===== config.mk =====
export PLATFORM = sky130hd
export DESIGN_NAME = inst_fetch
export DESIGN_NICKNAME = d
export VERILOG_FILES = /design/src/rtl/inst_fetch.sv
export SDC_FILE = /design/constraint.sdc
export NUM_CORES = 1
export LEC_CHECK = 0
export ABC_AREA = 1
export BUFFER_PORTS_ARGS = -buffer_cell sky130_fd_sc_hd__buf_2
export CAP_MARGIN = 0
export CORE_MARGIN = 2
export CORE_UTILIZATION = 45
export DETAILED_ROUTE_END_ITERATION = 8
export HOLD_SLACK_MARGIN = 0.02
export PLACE_DENSITY = 0.88
export SLEW_MARGIN = 25
export SYNTH_ARGS = -nofsm -noshare
export SYNTH_HDL_FRONTEND = slang
export SYNTH_SLANG_ARGS = --single-unit

===== constraint.sdc =====
create_clock -name clk -period 2.2 [get_ports clk]
set_input_delay 0.55 -clock clk [delete_from_list [all_inputs] [get_ports clk]]
set_output_delay 0.55 -clock clk [all_outputs]
set_load 0.02 [all_outputs]

===== src/rtl/inst_fetch.sv =====
// inst_fetch: program-memory instruction fetcher issuing opcode/operand words to decode
// Ports: clk/rst (sync, active-high); run enables fetching; pc_load/pc_load_val reload pc in IDLE/HALTED;
//   mem_req/mem_addr/mem_ack/mem_rdata form the program-memory read handshake;
//   issue_valid/issue_ready/issue_opcode/issue_operand present each word to decode (NOP when not valid);
//   pc is the program counter; halted flags a HALT stop.
// Optional: define INST_FETCH_HALT_EN to stop fetching on opcode 6'b111111 instead of issuing it.
module inst_fetch #(
  parameter int IW = 16,
  parameter int AW = 8,
  parameter logic [AW-1:0] RESET_PC = '0
) (
  input  logic          clk,
  input  logic          rst,
  input  logic          run,
  input  logic          pc_load,
  input  logic [AW-1:0] pc_load_val,
  output logic          mem_req,
  output logic [AW-1:0] mem_addr,
  input  logic          mem_ack,
  input  logic [IW-1:0] mem_rdata,
  output logic          issue_valid,
  input  logic          issue_ready,
  output logic [5:0]    issue_opcode,
  output logic [IW-7:0] issue_operand,
  output logic [AW-1:0] pc,
  output logic          halted
);
  typedef enum logic [1:0] {S_IDLE, S_FETCH, S_ISSUE, S_HALTED} state_t;
  state_t        r_state;
  logic [AW-1:0] r_pc;
  logic          r_req;
  logic          r_valid;
  logic [5:0]    r_op;
  logic [IW-7:0] r_opnd;
  logic          r_halted;
  logic          w_halt;
`ifdef INST_FETCH_HALT_EN
  assign w_halt = mem_rdata[IW-1:IW-6] == 6'h3f;
`else
  assign w_halt = 1'b0;
`endif
  // the instruction register is held directly as the opcode/operand output fields,
  // which are cleared on accept so decode sees NOP whenever nothing is issued
  always_ff @(posedge clk) begin
    if (rst) begin
      r_state  <= S_IDLE;
      r_pc     <= RESET_PC;
      r_req    <= 1'b0;
      r_valid  <= 1'b0;
      r_op     <= '0;
      r_opnd   <= '0;
      r_halted <= 1'b0;
    end else begin
      case (r_state)
        S_IDLE: begin
          if (pc_load) r_pc <= pc_load_val;
          else if (run) begin
            r_state <= S_FETCH;
            r_req   <= 1'b1;
          end
        end
        S_FETCH: begin
          if (mem_ack) begin
            r_req <= 1'b0;
            r_pc  <= r_pc + 1'b1;
            if (w_halt) begin
              r_state  <= S_HALTED;
              r_halted <= 1'b1;
            end else begin
              r_state <= S_ISSUE;
              r_valid <= 1'b1;
              r_op    <= mem_rdata[IW-1:IW-6];
              r_opnd  <= mem_rdata[IW-7:0];
            end
          end
        end
        S_ISSUE: begin
          if (issue_ready) begin
            r_valid <= 1'b0;
            r_op    <= '0;
            r_opnd  <= '0;
            r_req   <= run;
            r_state <= run ? S_FETCH : S_IDLE;
          end
        end
        S_HALTED: begin
          if (pc_load) begin
            r_pc     <= pc_load_val;
            r_halted <= 1'b0;
            r_state  <= S_IDLE;
          end
        end
        default: r_state <= S_IDLE;
      endcase
    end
  end
  assign mem_req       = r_req;
  assign mem_addr      = r_pc;
  assign pc            = r_pc;
  assign issue_valid   = r_valid;
  assign issue_opcode  = r_op;
  assign issue_operand = r_opnd;
  assign halted        = r_halted;
endmodule


# [After elaboration in Yosys (flattened, before gate mapping)]
# Cells that the tools add are included.
# W data, S select, Z words.
[classes] addsub=1 eq_ne=9 muxes=24 reduce_logical=9
[ops] cell="$mux W10" count=2
[ops] cell="$pmux W10 S2" count=1
[ops] cell="$mux W8" count=2
[ops] cell="$pmux W8 S2" count=1
[ops] cell="$mux W6" count=2
[ops] cell="$pmux W6 S2" count=1
[ops] cell="$mux W2" count=5
[ops] cell="$ne A2 B2 Y1 const B" count=5
[ops] cell="$reduce_and A5 Y1" count=2
[ops] cell="$add A8 B1 Y8 const B" count=1
[ops] cell="$pmux W2 S4" count=1
[ops] cell="$mux W1" count=7
[ops] cell="$reduce_and A3 Y1" count=2
[ops] cell="$eq A2 B2 Y1 const B" count=2
[ops] cell="$reduce_bool A2 Y1" count=2
[ops] cell="$pmux W1 S3" count=1
[ops] cell="$reduce_bool A3 Y1" count=1
[ops] cell="$eq A2 B1 Y1 const B" count=1
[ops] cell="$logic_not A2 Y1" count=1
[ops] cell="$ne A2 B1 Y1 const B" count=1
[ops] cell="$pmux W1 S2" count=1
[ops] cell="$reduce_or A2 Y1" count=1
[totals] register_bits=28 input_bits=30 out_inout_bits=35 wordCells=49

# [Logic depth before layout (Yosys ltp)]
[logic_depth] depth_word=4 ltp_mapped=10

# [Worst setup path before layout]
# OpenSTA, ideal clock, no wires.
[synth_timing] path_kind="register -> register" start="register r_state[0]" end="register r_pc[3] (netlist: mem_addr[3])" setup_time_ns=0.115 arrival_time_ns=1.424 required_time_ns=2.085 setup_slack_ns=0.661 path_stages_with_launch=10 n_path_buf=0 path_cell_list="dfxtp_1 -> inv_1 -> ha_1 -> inv_2 -> nand2_1 -> nand2_1 -> nand2_2 -> inv_2 -> nand4_1 -> and3_1"
[synth_via] elab_chain_cells=4 word_cells_on_any_way=9
[synth_lines] element="from (decl)" line_no="29" text="state_t r_state;"
[synth_lines] element="from (signal assigned)" line_no="83" text="r_state <= run ? S_FETCH : S_IDLE;"
[synth_lines] element="$eq A2 B2 Y1 / $logic_not A2 Y1 (equally long branches)" line_no="54" text="case (r_state)"
[synth_lines] element="$reduce_or A2 Y1 (no source line)"
[synth_lines] element="$ne A2 B1 Y1 (no source line) / $reduce_bool A2 Y1 (equally long branches)"
[synth_lines] element="$reduce_and A3 Y1 (no source line)"
[synth_lines] element="to (signal assigned)" line_no="56" text="if (pc_load) r_pc <= pc_load_val;"
[synth_lines] element="to (signal assigned)" line_no="65" text="r_pc <= r_pc + 1'b1;"
[synth_lines] element="to (signal assigned)" line_no="88" text="r_pc <= pc_load_val;"
[synth_lines] element="to (decl)" line_no="30" text="logic [AW-1:0] r_pc;"
# Several ways; a longest one is shown, not always the timed one.
# A chain may end at the register's enable or synchronous reset.

# [Final worst setup path]
# Ends and elaborated chain as after synthesis.

==> insert_results.sql <==
INSERT INTO impl_metrics (metric_group, metric, value, unit) VALUES
('final_layout', 'drive_above_1_share', '0.290', ''),
('sta', 'fin_crit', '1700', 'ps'),
('sta', 'finalSetupTns', '0', 'ps'),
('sta', 'setup-violations-final', '0', ''),
('yosys', 'synth_most_common_cell', 'nand2_1', ''),
('yosys', 'top_cell_type_s_share_of_synthesized_area', '0.389', ''),
('grt', 'grt.total_usage', '0.177', ''),
('floorplanning', 'die_area', '3670', 'um2'),
('yosys', 'post_synthesis_cell_area', '1440', 'um2'),
('cts', 'cts_resized', '0', ''),
('routing', 'final_antenna_net_count', '0', ''),
('power_and_ir_drop', 'power.static_leakage', '0.863', 'nW'),
('worst_setup_path', 'worstSetupEndpointType', 'register', ''),
('final_layout', 'fillers', '317', ''),
('worst_setup_path', 'startpoint_type', 'register', ''),
('routing', 'drc_errors', '0', ''),
('worst_setup_path', 'crit_type', 'reg2reg', ''),
('worst_setup_path', 'crit_path_max_fanout', '10', ''),
('yosys', 'synth.lib_cells_used.distinct', '25', ''),
('cts', 'clock_latency', '320', 'ps'),
('cts', 'cts_tree', 'yes', ''),
('cts', 'count_of_hold_fix_buffers_inserted_at_cts', '0', ''),
('worst_setup_path', 'critPathTopFamily', 'simple AND/OR/NAND/NOR gates', ''),
('floorplanning', 'rows', '20', ''),
('yosys', 'share_of_the_yosys_chip_area_belonging_to_registers', '0.389', ''),
('yosys', 'synth_top_area_cell', 'dfxtp_1', ''),
('yosys', 'number_of_enable_flip_flop_cells_after_synthesis', '0', ''),
('grt', 'grt_start_max_net_pins', '22', ''),
('floorplanning', 'floorplan.initialDensity', '0.473', ''),
('sta', 'rsz0062_at_grt', 'no', ''),
('routing', 'wl_per_cell', '10.2', 'um'),
('sta', 'clock_skew', '2.21', 'ps'),
('yosys', 'syn_avg_cell_area', '6.94', 'um2'),
('grt', 'antenna_found_initial', '0', ''),
('worst_setup_path', 'cell_count_along_the_critical_path', '9', ''),
('floorplanning', 'io_pins', '65', ''),
('grt', 'gr-total-overflow', '0', ''),
('worst_setup_path', 'cp_num_buf_inv', '3', ''),
('floorplanning', 'die-width', '60.6', 'um'),
('yosys', 'synth_flop_cell', 'dfxtp_1', ''),
('routing', 'drt-total-wl', '3130', 'um'),
('worst_setup_path', 'timing.critical_path.slowest_stage_cell', 'dfxtp_1', ''),
('final_layout', 'final_area', '1750', 'um2'),
('cts', 'cts.repair_timing.setup_buffer_count', '0', ''),
('cts', 'clock-sinks', '28', ''),
('power_and_ir_drop', 'power.density_cell_area', '1380', 'nW/um2'),
('yosys', 'synthArstFlopShare', '0', ''),
('sta', 'maxClockFrequency', '0.587', 'GHz'),
('sta', 'timing_max_transition_violations_final', '0', ''),
('cts', 'clk_pin_slew_worst_paths', '140', 'ps'),
('placed_design', 'detailed_place.area', '1720', 'um2'),
('worst_setup_path', 'timing.critical_path.arrival', '1940', 'ps'),
('yosys', 'synth_common_cells', '65 x nand2_1, 28 x dfxtp_1, 23 x a21oi_1, 23 x nor2_1, 12 x inv_1', ''),
('placed_design', 'detailedPlacementHpwl', '2370', 'um'),
('grt', 'grt_first_pass_wirelength', '5040', 'um'),
('floorplanning', 'floorplan.die.height', '60.6', 'um'),
('yosys', 'ys_seq_elements', '28', ''),
('placed_design', 'place.gp.congestion', '0.929', ''),
('job', 'maxCapViolations', '0', ''),
('routing', 'detailroute.via_count', '1468', ''),
('worst_setup_path', 'cp_data_required_time', '2430', 'ps'),
('sta', 'period_share', '0.774', ''),
('worst_setup_path', 'crit_path_largest_cell_delay', '430', 'ps'),
('cts', 'clock-root-buffer', 'clkbuf_4', ''),
('yosys', 'synth.top_cells.by_area', 'dfxtp_1 39%, nand2_1 17%, a21oi_1 8.0%', ''),
('worst_hold_path', 'hold_class', 'in2reg', ''),
('routing', 'detailedRoute.firstPassIterationCount', '4', ''),
('routing', 'viasPerCell', '4.80', ''),
('yosys', 'synth-warning-count', '0', ''),
('worst_setup_path', 'r2r.worst_path.cells', '9', ''),
('status', 'run_status', 'completed', '');
==> metal layers <==
layer | GRT usage | wire length (um) | vias to the layer above
li1 | - | - | 759
met3 | 0.0469 | 194 | 2
met5 | 0 | 0 | -
met2 | 0.290 | 1490 | 46
met4 | 0.0373 | 17 | 0
met1 | 0.236 | 1430 | 661
==> layout make-up <==
class,count,area [um2],share of cell area
clock buffer,4,36.3,0.0207
inverter,15,56.3,0.0321
multi-input combinational,150,714,0.408
sequential,28,561,0.320
tap,44,55.1,0.0314
timing repair buffer,65,330,0.188
==> stage by stage <==
stage | std cells | util | setup slack, ps | power [mW]
2_1_floorplan | 208 | - | 661 | 1.95
3_3_place_gp | 302 | 0.562 | 573 | 2.17
3_5_place_dp | 302 | 0.562 | 499 | 2.19
4_1_cts | 306 | 0.574 | 474 | 2.44
5_1_grt | 306 | 0.574 | 289 | 2.68
6_report | 306 | 0.574 | 497 | 2.42
==> sequential cells by signal, summed over array words and instances (netlist names) <==
name / cells
issue_operand: 10
issue_valid: 1
r_state: 2
issue_opcode: 6
mem_addr: 8
mem_req: 1
==> report_power, final <==
group	switching (mW)	internal (mW)	total, mW
logic	0.905	0.489	1.39
clock network	0.141	0.101	0.242
registers	0.141	0.643	0.785
==> cells in the final DEF (no fill, tap or decap), types with 7 or more instances in the layout <==
cell type	instances
inv_1	12
o21ai_0	10
a21oi_1	23
ha_1	7
buf_2	63
nor2_1	23
dfxtp_1	28
nand2_1	65
nand3_1	9
==> path summary, 6_finish.rpt <==
kind	start	end	slack, ps
setup / recovery	r_state[0]	mem_addr[3]	500
hold / removal	mem_rdata[11]	issue_opcode[1]	460
setup reg to reg	r_state[0]	mem_addr[3]	500
hold reg to reg	issue_opcode[3]	issue_opcode[3]	470
==> logic make-up (layout without fill, tap and decap cells) <==
group,count (synthesis),count (layout),share of synthesized area
buffers and inverters,30,84,0.116
DFF,28,28,0.389
other,1,1,0.00260
and+or+nand+nor,105,105,0.293
adders and majority gates,7,7,0.0607
AOI/OAI and AO/OA,37,37,0.139
==> tightest hold or removal path, stage by stage <==
cell and delay [ps]:
buf_2 90, nand2_1 50, a21oi_1 50
No activity file was read; power rests on OpenSTA's default activity.
